==> config.mk <==
export PLATFORM = sky130hd
export DESIGN_NAME = dispense_timer_multi
export DESIGN_NICKNAME = d
export VERILOG_FILES = /design/src/rtl/dispense_timer_multi.sv
export SDC_FILE = /design/constraint.sdc
export NUM_CORES = 1
export LEC_CHECK = 0
export CAP_MARGIN = 20
export CORE_MARGIN = 1
export CORE_UTILIZATION = 45
export CTS_BUF_LIST = sky130_fd_sc_hd__clkbuf_16
export DETAILED_ROUTE_END_ITERATION = 7
export SLEW_MARGIN = 20
export SYNTH_ARGS = -nofsm -noshare
export SYNTH_HDL_FRONTEND = slang
export SYNTH_SLANG_ARGS = --single-unit
==> constraint.sdc <==
create_clock -name clk -period 22.4 [get_ports clk]
set_input_delay 2.24 -clock clk [delete_from_list [all_inputs] [get_ports clk]]
set_output_delay 2.24 -clock clk [all_outputs]
set_load 0.005 [all_outputs]
==> src/rtl/dispense_timer_multi.sv <==
// Multi-channel motor on-time generator: snapshots one level per channel on start and
// holds each motor enable for min(level, LVL_MAX) * CYC_PER_STEP cycles. Optional pause via DISPENSE_TIMER_PAUSE_EN.
module dispense_timer_multi #(
  parameter int N_CH         = 3,
  parameter int LVL_W        = 5,
  parameter int LVL_MAX      = 15,
  parameter int CYC_PER_STEP = 33333,
  parameter int CNT_W        = 32
) (
  input  logic                    clk,
  input  logic                    rst,
  input  logic                    start,
  input  logic                    abort,
`ifdef DISPENSE_TIMER_PAUSE_EN
  input  logic                    pause,
`endif
  input  logic [N_CH*LVL_W-1:0]   level,
  output logic [N_CH-1:0]         motor_on,
  output logic [N_CH-1:0]         ch_done,
  output logic                    busy,
  output logic                    done,
  output logic                    aborted
);

  typedef enum logic [0:0] {
    IDLE = 1'b0,
    RUN  = 1'b1
  } state_e;

  localparam logic [LVL_W-1:0] LVL_MAX_C = LVL_W'(LVL_MAX);
  localparam logic [CNT_W-1:0] STEP_C    = CNT_W'(CYC_PER_STEP);
  localparam logic [CNT_W-1:0] ONE_C     = {{(CNT_W-1){1'b0}}, 1'b1};

  state_e                       state_q, state_d;
  logic [CNT_W-1:0]             cnt_q, cnt_d;
  logic [CNT_W-1:0]             tmax_q, tmax_d;
  logic [N_CH-1:0][CNT_W-1:0]   t_q, t_d;
  logic                         busy_q, busy_d;
  logic                         aborted_q, aborted_d;

  logic [N_CH-1:0][CNT_W-1:0]   t_new_s;
  logic [CNT_W-1:0]             tmax_new_s;
  logic                         pause_s;
  logic                         active_s;
  logic                         done_s;

  // Clamp first so the constant multiply never sees an out-of-range level
  function automatic logic [CNT_W-1:0] on_time(input logic [LVL_W-1:0] lvl);
    logic [LVL_W-1:0] clamped;
    if (lvl > LVL_MAX_C) begin
      clamped = LVL_MAX_C;
    end else begin
      clamped = lvl;
    end
    return CNT_W'(clamped) * STEP_C;
  endfunction

`ifdef DISPENSE_TIMER_PAUSE_EN
  assign pause_s = pause;
`else
  assign pause_s = 1'b0;
`endif

  // Per-channel on-time and longest on-time for the snapshot taken at start
  always_comb begin
    t_new_s    = '0;
    tmax_new_s = '0;
    for (int i = 0; i < N_CH; i++) begin
      t_new_s[i] = on_time(level[i*LVL_W +: LVL_W]);
      if (t_new_s[i] > tmax_new_s) begin
        tmax_new_s = t_new_s[i];
      end else begin
        tmax_new_s = tmax_new_s;
      end
    end
  end

  // Output decodes from registered state, counter and latched on-times
  always_comb begin
    motor_on = '0;
    ch_done  = '0;
    active_s = (state_q == RUN) && !pause_s;
    for (int i = 0; i < N_CH; i++) begin
      motor_on[i] = active_s && (cnt_q < t_q[i]);
      ch_done[i]  = active_s && (cnt_q == t_q[i]);
    end
    done_s = active_s && (cnt_q == tmax_q);
  end

  // Next-state, counter and snapshot logic
  always_comb begin
    state_d   = state_q;
    cnt_d     = cnt_q;
    t_d       = t_q;
    tmax_d    = tmax_q;
    aborted_d = 1'b0;
    case (state_q)
      IDLE: begin
        if (start && !abort) begin
          state_d = RUN;
          cnt_d   = '0;
          t_d     = t_new_s;
          tmax_d  = tmax_new_s;
        end else begin
          state_d = IDLE;
        end
      end
      RUN: begin
        // A done pulse already driven this cycle takes precedence over a late abort
        if (abort) begin
          state_d   = IDLE;
          cnt_d     = '0;
          aborted_d = !done_s;
        end else if (done_s) begin
          state_d = IDLE;
          cnt_d   = '0;
        end else if (pause_s) begin
          cnt_d = cnt_q;
        end else begin
          cnt_d = cnt_q + ONE_C;
        end
      end
      default: begin
        state_d = IDLE;
        cnt_d   = '0;
      end
    endcase
    busy_d = (state_d == RUN);
  end

  // State and datapath registers
  always_ff @(posedge clk) begin
    if (rst) begin
      state_q   <= IDLE;
      cnt_q     <= '0;
      t_q       <= '0;
      tmax_q    <= '0;
      busy_q    <= 1'b0;
      aborted_q <= 1'b0;
    end else begin
      state_q   <= state_d;
      cnt_q     <= cnt_d;
      t_q       <= t_d;
      tmax_q    <= tmax_d;
      busy_q    <= busy_d;
      aborted_q <= aborted_d;
    end
  end

  assign busy    = busy_q;
  assign aborted = aborted_q;
  assign done    = done_s;

endmodule

==> impl_metrics.yaml, run 1 <==
clock_network:
  cts_tree: "yes"
  post_cts_resized: 0
  postCtsSetupBuffers: 0
  cts_buffers: 9
  clockBufferDepth: 2
  hold_buffers: 0
  cts-root-buf: "clkbuf_16"
  clkLatencyLatePin_ps: 370
  cts.sinks: 106
  cts_max_level: 3
  path_clk_slew_ps: 80
critical_path:
  cp.required_ps: 22650
  r2r-end: "cnt_q[17]"
  r2r_slack_ps: 19540
  cp_common_cell: "ha_1"
  crit_slowest_cell: "or4_1"
  crit_fanout: 21
  critical_path_class: "in -> reg"
  ff2ff_path_depth: 8
  arrival_ps: 10210
  crit_family: "simple AND/OR/NAND/NOR gates"
  regToRegStartpoint: "cnt_q[10]"
  path_buf_inv: 4
  start_kind: "primary input"
  crit_path_max_incr_delay_ps: 590
  endpoint_kind: "flop"
routing:
  wire_per_inst_microns: 17.8
  drtPass1Iterations: 5
  totalWireLength_microns: 25200
  vias_per_cell: 5.60
  num_vias: 7953
  detail-route-antenna-nets: 0
  drc_errors: 0
  drt_iter0_drc: 510
placed_design:
  gp_congestion: 0.919
  dp_hpwl_microns: 18800
  place_inst: 1403
  portBuffers: 27
synthesis:
  synth_top_area_share_pct: 23.5
  synth_edf_count: 0
  syn_area_sq_um: 9010
  yosysTopAreaCell: "dfxtp_1"
  synth_flop_cell: "dfxtp_1"
  synthMostInstantiatedCell: "ha_1"
  syn_avg_cell_area_sq_um: 7.98
  synth.area.top_cells: "dfxtp_1 24%, ha_1 23%, a21oi_1 5.1%"
  synth_common_cells: "168 x ha_1, 114 x nand2_1, 106 x dfxtp_1, 106 x inv_1, 102 x nor2_1"
  ys_ff_latch: 106
  synth.distinct_cells: 66
  ys_seq_area_share_pct: 23.5
  yosysWarnings: 0
  postSynthCellCount: 1129
  async_flop_share_pct: 0
final_layout:
  n_antenna_cell: 0
  stdcell_count: 1419
  layout.nets: 1344
  layout-drive-gt1-share_pct: 3.64
  finalCoreUtilization_pct: 50.5
  area_growth_pct: 9.44
global_routing:
  grt_pass1_wl_microns: 40200
  grt_pass1_vias: 7419
  grt_overflow: 0
  grt_max_degree: 76
  grt_usage_pct: 25.7
  antenna_found_initial: 0
timing:
  tns_ps: 0
  layout_min_cycle_time_ps: 9960
  rsz0062_at_grt: "no"
  fin_crit_sh_pct: 44.5
  slew_viol_final: 0
  slew_headroom_pct: 36.1
  hold_violations: 0
  worst_pin_slew_ps: 950
  finalClockSkew_ps: 14.1
  setup_violations: 0
  max_freq_mhz: 100
min_path:
  hp-start: "t_q[19]"
  min_to: "t_q[19]"
  hold_depth: 2
  hold_path.class: "reg -> reg"
pwr:
  p_leak_nw: 4.24
  p_per_area_nw_per_um2: 71.8
  p_total_w: 0.000708
  peakVddDrop_mv: 0.0356
floorplanning:
  floorplan.rows: 51
  die_h_microns: 144
  io_pins: 28
  floorplan.initialDensity_pct: 46.2
  die_area_sq_um: 20600
  die_width_microns: 144
  coreArea_sq_um: 19500
run:
  cap_violations: 0
run_status:
  status: "finished clean"
## area by class of cell
class / count / area, sq um
fillers: 1954 / 9660
well taps: 265 / 332
inverters: 107 / 402
clock buffers: 9 / 225
clock inverters: 7 / 83.8
multi-input cells: 889 / 6370
flip-flops and latches: 106 / 2120
repair buffers: 36 / 333
## worst register-to-register path, delay by kind of cell, from the launching register on
family / cells / cell delay (ps)
and+or+nand+nor: 4 / 870
AOI/OAI and AO/OA: 2 / 810
DFF: 1 / 650
buffers and inverters: 1 / 200
xor gates and xnor gates: 1 / 190
## metrics by stage
step	area (sq um)	hold WS (ps)	setup WS, ps
after floorplan	9060	428	13760
after global placement	9560	443	12080
after detailed placement	9560	444	12040
after CTS	9860	456	12410
after global routing	9860	475	11830
final	9860	451	12440
## layout by cell type, fill, tap and decap left out, types with 18 or more instances in the layout
| cell | count |
|---|---|
| o21ai_0 | 34 |
| nand4_1 | 27 |
| a21oi_1 | 92 |
| nand2_1 | 114 |
| dfxtp_1 | 106 |
| inv_1 | 106 |
| nor2_1 | 102 |
| clkdlybuf4s50_1 | 26 |
| a211oi_1 | 28 |
| nor3_1 | 28 |
| xor2_1 | 18 |
| a21o_1 | 20 |
| and3_1 | 18 |
| nand3_1 | 28 |
| ha_1 | 168 |
| o21a_1 | 18 |
| xnor2_1 | 28 |
## how the worst max path moves through the flow
stage                       endpoint  startpoint  depth (start not counted)  slack [ps]
after floorplan           tmax_q[16]    level[3]                         29       13760
after detailed placement   tmax_q[3]    level[4]                         28       12040
after global routing       tmax_q[3]    level[4]                         29       11830
after CTS                  tmax_q[3]    level[4]                         28       12410
after global placement     tmax_q[3]    level[4]                         28       12080
final                      tmax_q[3]    level[4]                         28       12440
## state kept, by name (all words and copies together) (netlist names)
name     flops
aborted      1
busy         1
cnt_q       32
t_q         54
tmax_q      18
## power by group
group | total (W) | internal, W | switching, W
Combinational | 0.000329 | 0.000128 | 0.000202
Sequential | 0.000210 | 0.000201 | 0.00000868
Clock | 0.000169 | 0.0000888 | 0.0000803
Total | 0.000708 | 0.000418 | 0.000291
## cell families after synthesis
family / synth area share, %
mux: 1.58
simple gates: 20.0
other cells: 0.0833
compound gates: 18.8
fa+ha+maj: 25.1
xor+xnor: 4.47
flops: 23.5
buf+inv: 6.41
## per-layer routing
metal  vias to the layer above  routed length [microns]  GRT usage, %
met2                       153                    11500          42.6
met3                        31                      951          2.97
met5                         -                        0             0
met1                      3716                    12300          35.1
li1                       4053                        -             -
met4                         0                      502          7.33
Power figures use the tool's default switching activity.
==> run 2: changes to the inputs <==
==> constraint.sdc (replaced) <==
create_clock -name clk -period 10.35 [get_ports clk]
set_input_delay 1.035 -clock clk [delete_from_list [all_inputs] [get_ports clk]]
set_output_delay 1.035 -clock clk [all_outputs]
set_load 0.005 [all_outputs]
==> run 2 against run 1 <==
  * Flip-flop and latch count is the same
  * Worst hold slack gained 4.3 ps
  * First-iteration DRC count shrank 1.2%
  * Total power grew 120%
  * Via count shrank 0.31%
  * Global-route usage grew 0.11 points
  * Die area is the same
  * Worst setup slack lost 10000 ps
  * Critical path depth is the same
  * Critical path type unchanged
==> impl_metrics.yaml, run 2 (same netlist as run 1, synthesis figures left out) <==
run_status:
  status: "finished clean"
pwr:
  swShare_pct: 42.2
  intPower_w: 0.000884
  p_comb_share_pct: 47.2
  p_per_area_nw_per_um2: 155
  clockPowerShare_pct: 23.1
  peakVddDrop_mv: 0.0808
  p_total_w: 0.00153
  p_leak_nw: 4.24
  p_sw_w: 0.000645
  pwr-share-seq_pct: 29.7
clock_network:
  hold_buffers: 0
  cts_buffers: 9
  postCtsSetupBuffers: 0
  cts_tree: "yes"
  clkLatencyLatePin_ps: 360
  clockBufferDepth: 2
  cts_max_level: 3
  post_cts_resized: 0
  cts-root-buf: "clkbuf_16"
  cts.sinks: 106
  path_clk_slew_ps: 80
final_layout:
  top_register: "t_q"
  area_growth_pct: 9.43
  n_antenna_cell: 0
  largest_register_ffs: 54
  finalCoreUtilization_pct: 50.5
  layout_commonest_cell: "ha_1"
  layout-drive-gt1-share_pct: 3.72
  final_cell_mix: "168 x ha_1, 114 x nand2_1, 106 x inv_1, 106 x dfxtp_1, 102 x nor2_1"
  largest_registers: "t_q x54, cnt_q x32, tmax_q x18"
  layout.nets: 1345
  n_fill_cell: 1986
critical_path:
  arrival_ps: 8600
  crit_fanout: 21
  critical_path_class: "in -> reg"
  crit_path_max_incr_delay_ps: 590
  crit_slowest_cell: "or4_1"
  cp.required_ps: 10600
  path_buf_inv: 4
  cp_common_cell: "ha_1"
  crit_family: "simple AND/OR/NAND/NOR gates"
  start_kind: "primary input"
  endpoint_kind: "flop"
timing:
  hold_ws_ps: 456
  slew_headroom_pct: 40.1
  setup_violations: 0
  hold_violations: 0
  finalClockSkew_ps: 15.4
  tns_ps: 0
  rsz0062_at_grt: "no"
  worst_pin_slew_ps: 895
  slew_viol_final: 0
  layout_min_cycle_time_ps: 8350
  max_freq_mhz: 120
  fin_crit_sh_pct: 80.6
global_routing:
  grt_max_degree: 77
  antenna_found_initial: 0
  grt_pass1_vias: 7364
  grt_usage_pct: 25.8
  grt_pass1_wl_microns: 40200
  grt_overflow: 0
routing:
  totalWireLength_microns: 25500
  drt_iter0_drc: 504
  num_vias: 7928
  drc_errors: 0
  detail-route-antenna-nets: 0
  drtPass1Iterations: 5
  wire_per_inst_microns: 17.9
  vias_per_cell: 5.58
floorplanning:
  floorplan.rows: 51
  floorplan.initialDensity_pct: 46.2
  io_pins: 28
  die_width_microns: 144
  die_area_sq_um: 20600
  die_h_microns: 144
  coreArea_sq_um: 19500
placed_design:
  portBuffers: 27
  gp_congestion: 0.901
  dp_hpwl_microns: 19100
min_path:
  hold_path.class: "reg -> reg"
run:
  cap_violations: 0
[run 2: changes by cell type in the layout (fill, tap and decap cells not counted), sizes merged]
cell	before	now
inv	109	110
bufinv	1	0
buf	10	11
[run 2: worst paths after layout]
path	startpoint	to	slack, ps	cells after the start
worst min-delay path	t_q[14]	t_q[14]	460	2
worst min register to register	t_q[14]	t_q[14]	460	2
worst max-delay path	level[4]	tmax_q[4]	2000	28
worst max register to register	cnt_q[10]	cnt_q[31]	7550	8
[run 2: layout make-up]
cell class,count,area (sq um),area share [%]
clock buffer,9,225,2.28
clock inverter,7,75.1,0.761
inverter,107,402,4.07
multi-input combinational,889,6370,64.6
sequential,106,2120,21.5
tap,265,332,3.36
timing repair buffer,37,340,3.45
[run 2: stage by stage]
| stage | area (sq um) | setup slack, ps | instances |
|---|---|---|---|
| after floorplan | 9060 | 2920 | 1142 |
| after global placement | 9560 | 1790 | 1404 |
| after detailed placement | 9560 | 1710 | 1404 |
| after CTS | 9860 | 2060 | 1420 |
| after global routing | 9860 | 1580 | 1420 |
| final | 9860 | 2000 | 1420 |
[run 2: power groups by stage]
stage / clock (W) / sequential, W / combinational [W]
after CTS: 0.000361 / 0.000454 / 0.000714
after global routing: 0.000379 / 0.000457 / 0.000801
after floorplan: 0 / 0.000456 / 0.000521
after detailed placement: 0 / 0.000464 / 0.000709
final: 0.000354 / 0.000454 / 0.000721
after global placement: 0 / 0.000463 / 0.000709
[run 2: worst reg2reg max path, delay by kind of cell, from the launching register on]
kind	cells	cell delay, ps
xor+xnor	1	190
simple gates	4	840
flops	1	670
buf+inv	1	200
compound gates	2	780
[run 2: metal layers]
metal | share of wire [%] | global-route usage, % | vias up | routed length, microns
met3 | 3.6 | 2.63 | 42 | 906
met5 | 0 | 0 | - | 0
met1 | 48 | 34.6 | 3656 | 12300
met4 | 2.9 | 9.74 | 0 | 737
met2 | 45 | 42.7 | 171 | 11600
li1 | - | - | 4059 | -
==> run 3: changes to the inputs <==
==> constraint.sdc (replaced) <==
create_clock -name clk -period 8.51 [get_ports clk]
set_input_delay 0.851 -clock clk [delete_from_list [all_inputs] [get_ports clk]]
set_output_delay 0.851 -clock clk [all_outputs]
set_load 0.005 [all_outputs]
==> run 3 against run 2 <==
  * Core utilization grew 0.60 points
  * Count of clock-buffer cells in the layout unchanged
  * Worst setup slack got worse by 1600 ps
  * Sequential power up 22%
  * Register-to-register slack worse by 1900 ps
  * Routed wire length barely moved
  * Highest routed layer unchanged
==> impl_metrics.yaml, run 3 (same netlist as run 1, synthesis figures left out) <==
final_layout:
  layout.nets: 1359
  largest_registers: "t_q x54, cnt_q x32, tmax_q x18"
  n_antenna_cell: 0
  final_cell_mix: "168 x ha_1, 114 x nand2_1, 106 x inv_1, 106 x dfxtp_1, 101 x nor2_1"
  n_fill_cell: 1990
  area_growth_pct: 10.7
  top_register: "t_q"
  largest_register_ffs: 54
  layout-drive-gt1-share_pct: 5.13
  stdcell_count: 1434
  layout_commonest_cell: "ha_1"
placed_design:
  gp_congestion: 0.916
  place_inst: 1418
  portBuffers: 27
  dp_hpwl_microns: 19000
pwr:
  p_total_w: 0.00191
  peakVddDrop_mv: 0.113
  p_per_area_nw_per_um2: 191
  p_leak_nw: 4.31
floorplanning:
  coreArea_sq_um: 19500
  floorplan.rows: 51
  floorplan.initialDensity_pct: 46.2
  die_h_microns: 144
  io_pins: 28
  die_width_microns: 144
  die_area_sq_um: 20600
global_routing:
  grt_max_degree: 78
  grt_pass1_vias: 7553
  antenna_found_initial: 0
  grt_overflow: 0
  grt_usage_pct: 25.8
  grt_pass1_wl_microns: 40300
routing:
  num_vias: 8012
  route.met2.wl_microns: 11800
  wl_met3_microns: 792
  wl_met1_microns: 12300
  drt_iter0_drc: 534
  detail-route-antenna-nets: 0
  vias_per_cell: 5.59
  drc_errors: 0
  drtPass1Iterations: 5
  wire_per_inst_microns: 17.7
  routed.top_layer: "met4"
  totalWireLength_microns: 25400
timing:
  tns_ps: 0
  hold_violations: 0
  slew_headroom_pct: 37.5
  worst_pin_slew_ps: 928
  slew_viol_final: 0
  fin_crit_sh_pct: 95.2
  setup_violations: 0
  layout_min_cycle_time_ps: 8100
  max_freq_mhz: 123
  finalClockSkew_ps: 4.72
  rsz0062_at_grt: "no"
clock_network:
  cts-root-buf: "clkbuf_16"
  path_clk_slew_ps: 70
  clkLatencyLatePin_ps: 360
  post_cts_resized: 0
  hold_buffers: 0
  postCtsSetupBuffers: 0
  cts_max_level: 3
  cts_buffers: 9
  cts.sinks: 106
  clockBufferDepth: 2
  cts_tree: "yes"
critical_path:
  critical_path_class: "in -> reg"
  endpoint_kind: "flop"
  crit_fanout: 21
  crit_family: "compound AO/OA/AOI/OAI gates"
  path_buf_inv: 4
  cp_common_cell: "ha_1"
  arrival_ps: 8360
  crit_slowest_cell: "or4_1"
  crit_path_max_incr_delay_ps: 560
  start_kind: "primary input"
  cp.required_ps: 8770
run_status:
  status: "finished clean"
min_path:
  hold_path.class: "reg -> reg"
run:
  cap_violations: 0
-- run 3: cell count changes in the layout (fill, tap and decap cells not counted), sizes merged --
cell / before / now
bufinv: 0 / 1
inv: 110 / 108
clkinvlp: 1 / 2
buf: 11 / 25
-- run 3: metal layers --
layer | up-vias | global-route usage, %
met5 | - | 0
met4 | 0 | 8.29
met3 | 37 | 2.57
met2 | 164 | 44.0
met1 | 3737 | 34.0
li1 | 4074 | -
-- run 3: tightest hold or removal path, stage by stage (launching register included) --
cell	delay [ps]
dfxtp_1	300
inv_1	60
nor3_1	50
-- run 3: where the power goes --
group          switching [W]  internal (W)  total (W)  leakage, nW
clock               0.000208      0.000231   0.000439        0.142
sequential         0.0000232      0.000529   0.000552        0.863
combinational       0.000552      0.000364   0.000916         3.30
-- run 3: cell type report --
class                           count  area, sq um  share of cell area (%)
Multi-Input combinational cell    889         6380                    63.9
Clock buffer                        9          225                    2.26
Tap cell                          265          332                    3.32
Clock inverter                      7         76.3                   0.765
Sequential cell                   106         2120                    21.3
Timing Repair Buffer               51          445                    4.46
Inverter                          107          402                    4.02
-- run 3: path summary, 6_finish.rpt --
kind,end,cells past startpoint,slack [ps],start
worst max-delay path,tmax_q[16],28,410,level[4]
worst min-delay path,t_q[19],2,450,t_q[19]
worst max register to register,cnt_q[18],8,5670,cnt_q[10]
worst min register to register,t_q[19],2,450,t_q[19]
-- run 3: through the flow --
step	area (sq um)	util (%)	setup WS (ps)	hold slack (ps)
floorplan	9060	-	1260	428
global placement	9670	49.5	13.8	438
detailed placement	9670	49.5	24.0	446
CTS	9970	51.1	382	457
global route	9980	51.1	6.15	479
finish	9980	51.1	412	454
